$ cat src/rtl/mem_sched.sv
// Memory-port scheduler: arbitrates I-refill reads, D reads and posted D writes onto one memory port.
// D writes land in a small circular write buffer that coalesces and forwards, and drains when the port is idle.
module mem_sched #(
    parameter int DEPTH = 4,
    parameter int AW    = 32,
    parameter int DW    = 32
) (
    input  logic                   clk,
    input  logic                   reset,
    input  logic                   ic_read_req,
    input  logic [AW-1:0]          ic_read_addr,
    output logic                   ic_read_ack,
    output logic [DW-1:0]          ic_read_data,
    input  logic                   dc_read_req,
    input  logic [AW-1:0]          dc_read_addr,
    output logic                   dc_read_ack,
    output logic [DW-1:0]          dc_read_data,
    input  logic                   dc_write_req,
    input  logic [AW-1:0]          dc_write_addr,
    input  logic [DW-1:0]          dc_write_data,
    output logic                   dc_write_ack,
    output logic                   mem_read,
    output logic                   mem_write,
    input  logic                   mem_ack,
    output logic [AW-1:0]          mem_addr,
    output logic [DW-1:0]          mem_data_write,
    input  logic [DW-1:0]          mem_data_read,
    output logic [$clog2(DEPTH):0] wb_count,
    output logic                   wb_empty
);
    localparam int PW = $clog2(DEPTH);
    localparam int CW = PW + 1;
    localparam logic [CW-1:0] FULL_CNT = CW'(DEPTH);

    typedef enum logic [1:0] {IDLE, RD_DC, RD_IC, WR} state_t;

    state_t        state;
    state_t        state_nxt;

    logic [AW-1:0] wb_addr [DEPTH];
    logic [DW-1:0] wb_data [DEPTH];
    logic [PW-1:0] head;
    logic [PW-1:0] tail;
    logic [CW-1:0] count;
    logic [AW-1:0] rd_addr;

    logic             full;
    logic             empty;
    logic [DEPTH-1:0] entry_vld;
    logic             wr_hit;
    logic [PW-1:0]    wr_idx;
    logic             fwd_hit;
    logic [DW-1:0]    fwd_data;
    logic [PW-1:0]    scan_idx;
    logic             do_post;
    logic             do_enq;
    logic             do_coal;
    logic             do_pop;
    logic             dc_pend;
    logic             do_fwd;
    logic             dc_miss;
    logic             ic_want;

    assign full     = (count == FULL_CNT);
    assign empty    = (count == '0);
    assign wb_count = count;
    assign wb_empty = empty;

    // An entry is live when its distance from head (mod DEPTH) is below the occupancy.
    always_comb begin
        entry_vld = '0;
        for (int i = 0; i < DEPTH; i++) begin
            entry_vld[i] = ({1'b0, PW'(i) - head} < count);
        end
    end

    // The entry currently on the memory bus must not change under it, so it cannot absorb a write.
    always_comb begin
        wr_hit = 1'b0;
        wr_idx = '0;
        for (int i = 0; i < DEPTH; i++) begin
            if (entry_vld[i] && (wb_addr[i] == dc_write_addr) &&
                !((state == WR) && (PW'(i) == head))) begin
                wr_hit = 1'b1;
                wr_idx = PW'(i);
            end
        end
    end

    // Scan oldest to youngest so the last hit is the most recent value for that address.
    always_comb begin
        fwd_hit  = 1'b0;
        fwd_data = '0;
        scan_idx = '0;
        for (int k = 0; k < DEPTH; k++) begin
            scan_idx = head + PW'(k);
            if ((CW'(k) < count) && (wb_addr[scan_idx] == dc_read_addr)) begin
                fwd_hit  = 1'b1;
                fwd_data = wb_data[scan_idx];
            end
        end
    end

    assign do_post = dc_write_req && !dc_write_ack && !full;
    assign do_enq  = do_post && !wr_hit;
    assign do_coal = do_post && wr_hit;
    assign do_pop  = (state == WR) && mem_ack;
    assign dc_pend = dc_read_req && !dc_read_ack;
    assign do_fwd  = dc_pend && fwd_hit && (state != RD_DC);
    assign dc_miss = dc_pend && !fwd_hit;
    assign ic_want = ic_read_req && !ic_read_ack;

    always_ff @(posedge clk or negedge reset) begin
        if (!reset) begin
            state <= IDLE;
        end else begin
            state <= state_nxt;
        end
    end

    always_comb begin
        state_nxt = state;
        case (state)
            IDLE: begin
                if (full) begin
                    state_nxt = WR;
                end else if (dc_miss) begin
                    state_nxt = RD_DC;
                end else if (ic_want) begin
                    state_nxt = RD_IC;
                end else if (!empty) begin
                    state_nxt = WR;
                end
            end
            RD_DC, RD_IC, WR: begin
                if (mem_ack) begin
                    state_nxt = IDLE;
                end
            end
            default: state_nxt = IDLE;
        endcase
    end

    // Strobes decode straight from state so they fall the instant reset is asserted.
    always_comb begin
        mem_read       = 1'b0;
        mem_write      = 1'b0;
        mem_addr       = '0;
        mem_data_write = '0;
        case (state)
            RD_DC, RD_IC: begin
                mem_read = 1'b1;
                mem_addr = rd_addr;
            end
            WR: begin
                mem_write      = 1'b1;
                mem_addr       = wb_addr[head];
                mem_data_write = wb_data[head];
            end
            default: ;
        endcase
    end

    always_ff @(posedge clk) begin
        if (state == IDLE) begin
            if (state_nxt == RD_DC) begin
                rd_addr <= dc_read_addr;
            end else if (state_nxt == RD_IC) begin
                rd_addr <= ic_read_addr;
            end
        end
    end

    always_ff @(posedge clk) begin
        if (do_enq) begin
            wb_addr[tail] <= dc_write_addr;
            wb_data[tail] <= dc_write_data;
        end
        if (do_coal) begin
            wb_data[wr_idx] <= dc_write_data;
        end
    end

    always_ff @(posedge clk or negedge reset) begin
        if (!reset) begin
            head  <= '0;
            tail  <= '0;
            count <= '0;
        end else begin
            if (do_enq) begin
                tail <= tail + PW'(1);
            end
            if (do_pop) begin
                head <= head + PW'(1);
            end
            case ({do_enq, do_pop})
                2'b10:   count <= count + CW'(1);
                2'b01:   count <= count - CW'(1);
                default: ;
            endcase
        end
    end

    always_ff @(posedge clk or negedge reset) begin
        if (!reset) begin
            ic_read_ack  <= 1'b0;
            dc_read_ack  <= 1'b0;
            dc_write_ack <= 1'b0;
        end else begin
            ic_read_ack  <= (state == RD_IC) && mem_ack;
            dc_read_ack  <= ((state == RD_DC) && mem_ack) || do_fwd;
            dc_write_ack <= do_post;
        end
    end

    // Read data registers are cleared too so every output reads 0 while in reset.
    always_ff @(posedge clk or negedge reset) begin
        if (!reset) begin
            ic_read_data <= '0;
            dc_read_data <= '0;
        end else begin
            if ((state == RD_IC) && mem_ack) begin
                ic_read_data <= mem_data_read;
            end
            if ((state == RD_DC) && mem_ack) begin
                dc_read_data <= mem_data_read;
            end else if (do_fwd) begin
                dc_read_data <= fwd_data;
            end
        end
    end

endmodule

$ cat config.mk
export PLATFORM = sky130hd
export DESIGN_NAME = mem_sched
export DESIGN_NICKNAME = d
export VERILOG_FILES = /design/src/rtl/mem_sched.sv
export SDC_FILE = /design/constraint.sdc
export NUM_CORES = 1
export LEC_CHECK = 0
export BUFFER_PORTS_ARGS = -buffer_cell sky130_fd_sc_hd__buf_2
export CAP_MARGIN = 20
export CORE_MARGIN = 8
export CORE_UTILIZATION = 40
export DETAILED_ROUTE_END_ITERATION = 8
export SETUP_SLACK_MARGIN = 0.5
export SYNTH_ARGS = -nofsm -noshare
export SYNTH_HDL_FRONTEND = slang
export SYNTH_SLANG_ARGS = --single-unit
$ cat constraint.sdc
create_clock -name clk -period 22 [get_ports clk]
set_input_delay 0 -clock clk [delete_from_list [all_inputs] [get_ports clk]]
set_output_delay 0 -clock clk [all_outputs]
set_load 0.05 [all_outputs]
== Yosys cells after proc, flatten, opt, wreduce, memory -nomap -nowiden ==
Memories as Yosys holds them, arrays and structs flattened.
Index checks and enable logic that the tools add are counted.

* Add/subtract/negate cells: 10
* Order comparisons: 8
* Equal/unequal tests: 20
* Muxes and demuxes: 37
* Reductions and logical operators: 49

{| class="wikitable"
|+ Operators by type and width
! kind !! number
|-
| 32-bit 2-to-1 mux || 10
|-
| 32-bit == test || 8
|-
| 32-bit case mux with 2 select lines || 1
|-
| 32-bit OR reduction || 1
|-
| 1-bit logical AND || 28
|-
| 1-bit 2-to-1 mux || 16
|-
| 2-bit 2-to-1 mux || 8
|-
| 2-bit by 3-bit < comparator with 1-bit output || 4
|-
| 1-bit logical NOT || 10
|-
| 2-bit == test (second input constant) || 4
|-
| 2-bit by 1-bit == test with 1-bit output (second input constant) || 3
|-
| 1-bit by 3-bit < comparator with 1-bit output (first input constant) || 2
|-
| 2-bit by 3-bit < comparator with 1-bit output (first input constant) || 2
|-
| 3-bit case mux with 2 select lines || 1
|-
| 2-bit nonzero test || 3
|-
| 2-bit by 1-bit adder with 2-bit output (second input constant) || 2
|-
| 2-bit adder (second input constant) || 2
|-
| 2-bit == test (first input constant) || 2
|-
| 2-bit logical NOT || 2
|-
| 2-bit case mux with 2 select lines || 1
|-
| 1-bit by 2-bit subtractor with 2-bit output (first input constant) || 2
|-
| 2-bit subtractor (first input constant) || 2
|-
| 3-bit by 1-bit adder with 3-bit output (second input constant) || 1
|-
| 3-bit == test (second input constant) || 1
|-
| 8 further kinds || 8
|}

* Register bits: 108
* RAM bits: 256
* Output and inout port bits: 137
* Word-level logic and storage cells: 136
* Memories: 2

{| class="wikitable"
|+ Memories
! memory !! depth !! bits a word !! rd ports !! clocked after memory_dff !! write ports !! RTL line !! RTL
|-
| wb_addr || 4 || 32 || 8 || 0 || 1 || 40 || <nowiki>logic [AW-1:0] wb_addr [DEPTH];</nowiki>
|-
| wb_data || 4 || 32 || 4 || 0 || 1 || 41 || <nowiki>logic [DW-1:0] wb_data [DEPTH];</nowiki>
|}

== Depth between registers and ports, before layout ==
An unclocked memory read counts as a cell.

* Depth in word-level cells: 15
* Gate-level depth with buffers: 28
* Mapped depth without buffers: 14

== Worst setup path after synthesis ==
OpenSTA, ideal clock, no wires.

* Path type: reg-to-reg
* Start point: register head[1]
* End point: memory wb_data[3][0], enable pin
* Setup time: 461 ps
* Arrival: 7539 ps
* Data required time: 21539 ps
* Path slack: 14000 ps
* Stages on the path, launching flop included: 24
* Period minus slack after synthesis: 8000 ps
* Cells stage by stage: dfrtp_1 > buf_2 > buf_2 > clkbuf_1 > clkbuf_1 > buf_1 > inv_1 > ha_1 > buf_6 > buf_6 > buf_6 > buf_4 > buf_6 > buf_2 > clkbuf_1 > buf_1 > inv_1 > ha_1 > a21oi_1 > o2111ai_1 > nor4_1 > nor2_1 > o21a_1 > nor3_1

* Word-level cells in the longest chain between the ends: 13
* Elaborated cells on any way between the ends: 45
* Those cells by class: add/sub: 4; order compare: 4; eq/ne: 3; mux: 13; reduce/logical: 21

{| class="wikitable"
|+ RTL lines
! element !! RTL line !! RTL
|-
| from (decl) || 42 || <nowiki>logic [PW-1:0] head;</nowiki>
|-
| from (signal assigned) || 194 || <nowiki>head <= head + PW'(1);</nowiki>
|-
| 1-bit by 2-bit subtractor with 2-bit output or 2-bit logical NOT (tied branches) || 73, 83 ||
|-
| 2-bit by 3-bit < comparator with 1-bit output or 1-bit logical AND (tied branches) || 73, 83 ||
|-
| 1-bit logical AND or 1-bit logical NOT (tied branches) || 82, 83 ||
|-
| 1-bit logical AND || 82 || <nowiki>if (entry_vld[i] && (wb_addr[i] == dc_write_addr) &&</nowiki>
|-
| 1-bit 2-to-1 mux (4 in a row) || 82 ||
|-
| 1-bit logical AND or 1-bit logical NOT (tied branches) || 106, 105 ||
|-
| 1-bit 2-to-1 mux or 1-bit logical AND (tied branches) || 179, 105 ||
|-
| 1-bit 2-to-1 mux, on equally long branches || 180, 175 ||
|-
| 32-bit OR reduction (no source line) or 1-bit 2-to-1 mux (tied branches) || - ||
|-
| 2-bit 2-to-1 mux (no source line) or 1-bit 2-to-1 mux (tied branches) || - ||
|-
| to (decl) || 41 ||
|}

Parallel ways exist; a longest one is shown, timed or not.

== Final worst setup path ==
* Start point: register head[0]
* End point: register rd_addr[6] (data pin)

* Word-level cells in the longest chain between the ends: 14
* Elaborated cells on any way between the ends: 23
* Those cells by class: add/sub: 3; eq/ne: 5; mux: 8; reduce/logical: 6; memory: 1

{| class="wikitable"
|+ RTL lines
! element !! RTL line !! RTL
|-
| 2-bit by 1-bit adder with 2-bit output or memory read 4 x 32 bit (tied branches) || - ||
|-
| memory read 4 x 32 bit * || - ||
|-
| 32-bit == test or 1-bit logical AND (tied branches) || 97 || <nowiki>if ((CW'(k) < count) && (wb_addr[scan_idx] == dc_read_addr)) begin</nowiki>
|-
| 1-bit logical AND or 1-bit 2-to-1 mux (tied branches) || 97 ||
|-
| 1-bit 2-to-1 mux (2 in a row) || 97 ||
|-
| 1-bit 2-to-1 mux * || 97 ||
|-
| 1-bit logical NOT * || 110 || <nowiki>assign dc_miss = dc_pend && !fwd_hit;</nowiki>
|-
| 1-bit logical AND * || 110 ||
|-
| 2-bit 2-to-1 mux * || 127 || <nowiki>end else if (dc_miss) begin</nowiki>
|-
| 2-bit 2-to-1 mux * || 125 || <nowiki>if (full) begin</nowiki>
|-
| 2-bit case mux with 2 select lines * || 123 || <nowiki>case (state)</nowiki>
|-
| 2-bit by 1-bit == test with 1-bit output * || 166 || <nowiki>if (state_nxt == RD_DC) begin</nowiki>
|-
| 32-bit 2-to-1 mux * || 166 ||
|-
| to (signal assigned) || 167 || <nowiki>rd_addr <= dc_read_addr;</nowiki>
|-
| to (signal assigned) || 169 || <nowiki>rd_addr <= ic_read_addr;</nowiki>
|-
| to (decl) || 45 || <nowiki>logic [AW-1:0] rd_addr;</nowiki>
|}

Every way passes the cells marked *; elsewhere a longest branch is shown, timed or not.
A chain may end at the register's enable or synchronous reset.

==> flow_results.xml <==
<?xml version="1.0" encoding="UTF-8"?>
<metrics>
  <group name="outcome">
    <metric name="outcome" unit="">finished, final reports clean</metric>
  </group>
  <group name="synthesis">
    <metric name="synth_unique_cells" unit="">65</metric>
    <metric name="asyncSetResetFlopFracSynth" unit="%">20.9</metric>
    <metric name="ffs_latches_synth" unit="">364</metric>
    <metric name="synth.avg_cell_area" unit="um^2">13.4</metric>
    <metric name="syn_inst" unit="">1841</metric>
    <metric name="most_instantiated_flip_flop_cell_in_the_synthesis_netlist" unit="">edfxtp_1</metric>
    <metric name="area_of_the_mapped_netlist" unit="um^2">24600</metric>
    <metric name="seq_area_frac_synth" unit="%">42.9</metric>
    <metric name="number_of_flops_mapped_to_enable_cells_by_yosys" unit="">288</metric>
    <metric name="yosys_warnings" unit="">0</metric>
    <metric name="total_nets_after_synthesis" unit="">2029</metric>
  </group>
  <group name="drt">
    <metric name="drc_errors" unit="">0</metric>
    <metric name="route.final.wire_length" unit="mm">88.4</metric>
    <metric name="viasPerCell" unit="">6.16</metric>
    <metric name="drtPass1Iterations" unit="">7</metric>
    <metric name="final_antenna_net_count" unit="">0</metric>
    <metric name="drt_iter0_drc" unit="">1920</metric>
    <metric name="vias" unit="">18747</metric>
    <metric name="routedWlPerCell" unit="um">29.1</metric>
  </group>
  <group name="sta">
    <metric name="worst_pin_slew" unit="ps">1040</metric>
    <metric name="setup_repair_after_global_routing_missed_its_margin" unit="">no</metric>
    <metric name="maxClockFrequency" unit="GHz">0.132</metric>
    <metric name="timing_hold_violations_final" unit="">0</metric>
    <metric name="finalCriticalPeriod" unit="ps">7570</metric>
    <metric name="postLayoutSetupSlackWorst" unit="ps">14430</metric>
    <metric name="final.setup.tns" unit="ps">0</metric>
    <metric name="setup_viol" unit="">0</metric>
    <metric name="finClkSkew" unit="ps">22.0</metric>
    <metric name="timing.max_slew.rel_slack" unit="%">30.3</metric>
    <metric name="max_slew_vio_count" unit="">0</metric>
    <metric name="post-route-period-util" unit="%">34.4</metric>
  </group>
  <group name="power">
    <metric name="cell_internal_pwr" unit="W">0.00247</metric>
    <metric name="combPwrFrac" unit="%">57.2</metric>
    <metric name="switching_part_of_the_total" unit="%">44.6</metric>
    <metric name="share_seq_of_total_power" unit="%">25.1</metric>
    <metric name="net-switching-power" unit="W">0.00199</metric>
    <metric name="irDropWorstVdd" unit="mV">0.104</metric>
    <metric name="power.total" unit="W">0.00446</metric>
    <metric name="p_leak" unit="nW">10.9</metric>
    <metric name="p_per_area" unit="nW/um^2">149</metric>
    <metric name="clockPowerShare" unit="%">17.6</metric>
  </group>
  <group name="clocking">
    <metric name="clk_pin_slew" unit="ps">60</metric>
    <metric name="cts_num_sinks" unit="">364</metric>
    <metric name="ctsLongestPathBuffers" unit="">3</metric>
    <metric name="ctsHtreeMaxLevel" unit="">2</metric>
    <metric name="cts_tree" unit="">yes</metric>
    <metric name="cts.root.buffer_cell" unit="">clkbuf_16</metric>
    <metric name="clock_insertion_delay_worst_skew" unit="ps">590</metric>
    <metric name="cts.repair.resized" unit="">0</metric>
    <metric name="numCtsBuffers" unit="">44</metric>
  </group>
  <group name="grt">
    <metric name="grt_overflow" unit="">0</metric>
    <metric name="gr-max-usage-layer" unit="">met2</metric>
    <metric name="first_global_vias" unit="">19087</metric>
    <metric name="groute.layer.met3.usage" unit="%">5.76</metric>
    <metric name="grt.met1_usage" unit="%">33.4</metric>
    <metric name="gr-usage-met2" unit="%">38.8</metric>
    <metric name="pin_count_of_the_biggest_net_entering_global_routing" unit="">126</metric>
    <metric name="grt_use_total" unit="%">24.7</metric>
    <metric name="grt_antenna_before_repair" unit="">5</metric>
    <metric name="grt_first_pass_wirelength" unit="mm">130</metric>
  </group>
  <group name="final_layout">
    <metric name="drive_gt1_share" unit="%">33.1</metric>
    <metric name="utilization" unit="%">48.8</metric>
    <metric name="area_growth" unit="%">21.3</metric>
    <metric name="multi_input_area" unit="um^2">13300</metric>
    <metric name="layout.cells.most_common" unit="">buf_2</metric>
    <metric name="final_net_count" unit="">2402</metric>
    <metric name="filler_cell_count" unit="">5335</metric>
    <metric name="register_area" unit="um^2">10600</metric>
    <metric name="layout_common_cells" unit="">buf_2 (301), edfxtp_1 (288), mux4_2 (221)</metric>
  </group>
  <group name="die">
    <metric name="core-area" unit="um^2">61300</metric>
    <metric name="dieHeight" unit="um">264</metric>
    <metric name="die_area" unit="um^2">69700</metric>
    <metric name="ios" unit="">303</metric>
    <metric name="die_x" unit="um">264</metric>
    <metric name="initial_utilization" unit="%">40.2</metric>
    <metric name="std_cell_rows" unit="">91</metric>
  </group>
  <group name="critical_path">
    <metric name="end_kind" unit="">flop</metric>
    <metric name="path_max_fanout" unit="">117</metric>
    <metric name="worst-setup-path-type" unit="">reg2reg</metric>
    <metric name="r2r_slack" unit="ps">14430</metric>
    <metric name="worst_ep_required_time" unit="ps">22330</metric>
    <metric name="critPathArrivalTime" unit="ps">7910</metric>
    <metric name="critical_path.startpoint_type" unit="">flop</metric>
  </group>
  <group name="place">
    <metric name="place_worst_setup_slack" unit="ps">14670</metric>
    <metric name="dp_hpwl" unit="mm">61.9</metric>
    <metric name="placement.io_buffers" unit="">302</metric>
    <metric name="routabilityCongestion" unit="">0.980</metric>
  </group>
  <group name="min_path">
    <metric name="hp-class" unit="">in2reg</metric>
  </group>
  <group name="job">
    <metric name="maxcap_violations" unit="">0</metric>
  </group>
</metrics>
[flip-flops by register name, summed over array words and instances, names as in the netlist, 2 cells and up]
| register | count |
|---|---|
| wb_addr | 128 |
| wb_data | 128 |
| dc_read_data | 32 |
| ic_read_data | 32 |
| rd_addr | 32 |
| wb_count | 3 |
| head | 2 |
| state | 2 |
| tail | 2 |
[layout make-up]
| type | instances | share of cell area [%] |
|---|---|---|
| well taps | 790 | 3.31 |
| clock buffers | 55 | 4.00 |
| repair buffers | 491 | 11.3 |
| flip-flops and latches | 364 | 35.3 |
| diodes | 3 | 0.0251 |
| inverters | 25 | 0.314 |
| multi-input cells | 1288 | 44.4 |
| clock inverters | 27 | 1.27 |
[power by group through the flow]
| stage | clock (W) | sequential, W | combinational, W |
|---|---|---|---|
| 2_1_floorplan | 0 | 0.00128 | 0.00172 |
| 3_3_place_gp | 0 | 0.00112 | 0.00246 |
| 3_5_place_dp | 0 | 0.00113 | 0.00250 |
| 4_1_cts | 0.000801 | 0.00112 | 0.00255 |
| 5_1_grt | 0.000824 | 0.00114 | 0.00270 |
| 6_report | 0.000786 | 0.00112 | 0.00255 |
[logic make-up after synthesis]
kind of cell / share of synthesized area (%)
muxes: 29.7
and+or+nand+nor: 8.78
AOI/OAI and AO/OA: 5.65
xor gates and xnor gates: 8.36
adders and majority gates: 1.12
DFF: 42.9
buffers and inverters: 3.57
[stage by stage]
step / hold slack (ps) / std cells / area, um^2
after global routing: 28.1 / 3041 / 29900
final: 55.2 / 3043 / 29900
after CTS: 6.60 / 3040 / 29900
after detailed placement: -94.6 / 2795 / 26700
after global placement: -98.8 / 2794 / 26600
after floorplan: -296 / 1841 / 24600
[Yosys cell counts, drive strengths merged (8+ instances only)]
cell / number / area [um^2]
clkbuf: 79 / 297
a22oi: 26 / 195
mux4: 221 / 4980
buf: 85 / 489
and2: 75 / 469
ha: 22 / 275
inv: 25 / 93.8
nor4: 28 / 175
a21oi: 21 / 105
a31oi: 34 / 213
mux2: 104 / 1170
nor3: 53 / 265
o22ai: 8 / 50.1
dfrtp: 76 / 1900
nand2: 49 / 184
nand3: 11 / 55.1
nand4: 27 / 169
mux2i: 115 / 1150
o21ai: 52 / 260
nor3b: 64 / 480
a32oi: 9 / 78.8
xnor2: 140 / 1230
xor2: 95 / 832
a211oi: 8 / 60.1
nor2: 52 / 195
edfxtp: 288 / 8650
[layer usage]
| metal | vias up | share of wire, % |
|---|---|---|
| li1 | 7991 | - |
| met1 | 9653 | 41 |
| met2 | 928 | 46 |
| met3 | 171 | 8.9 |
| met4 | 4 | 3.7 |
| met5 | - | 0.025 |
[critical path, stage by stage, from the launching register on]
cell           delay [ps]
dfrtp_4               810
inv_2                 470
ha_4                  840
buf_12                630
mux4_2                610
xnor2_1               140
o21ai_0               200
or4_1                 600
nor3_2                180
buf_4                 590
or4b_1                230
o32ai_1               100
a31o_1                250
ha_2                  420
mux2_2                380
dlygate4sd3_1         570
[final timing paths]
| check | start | to | depth (start not counted) |
|---|---|---|---|
| setup / recovery | head[0]$_DFFE_PN0P_ | rd_addr[6]$_DFFE_PP_ | 15 |
| hold / removal | dc_read_addr[26] | rd_addr[26]$_DFFE_PP_ | 2 |
| setup reg to reg | head[0]$_DFFE_PN0P_ | rd_addr[6]$_DFFE_PP_ | 15 |
| hold reg to reg | ic_read_data[3]$_DFFE_PN0P_ | ic_read_data[3]$_DFFE_PN0P_ | 1 |
| max in group asynchronous | reset | state[0]$_DFF_PN0_ | 3 |
| min in group asynchronous | reset | ic_read_data[1]$_DFFE_PN0P_ | 3 |
[what timing repair did]
item | 4_1_cts | 5_1_grt
setup endpoints to repair | 0 | 0
endpoints found under the hold margin | 433 | 0
hold buffers | 163 | 0
setup buffers | 0 | 0
No activity file was read; power rests on OpenSTA's default activity.
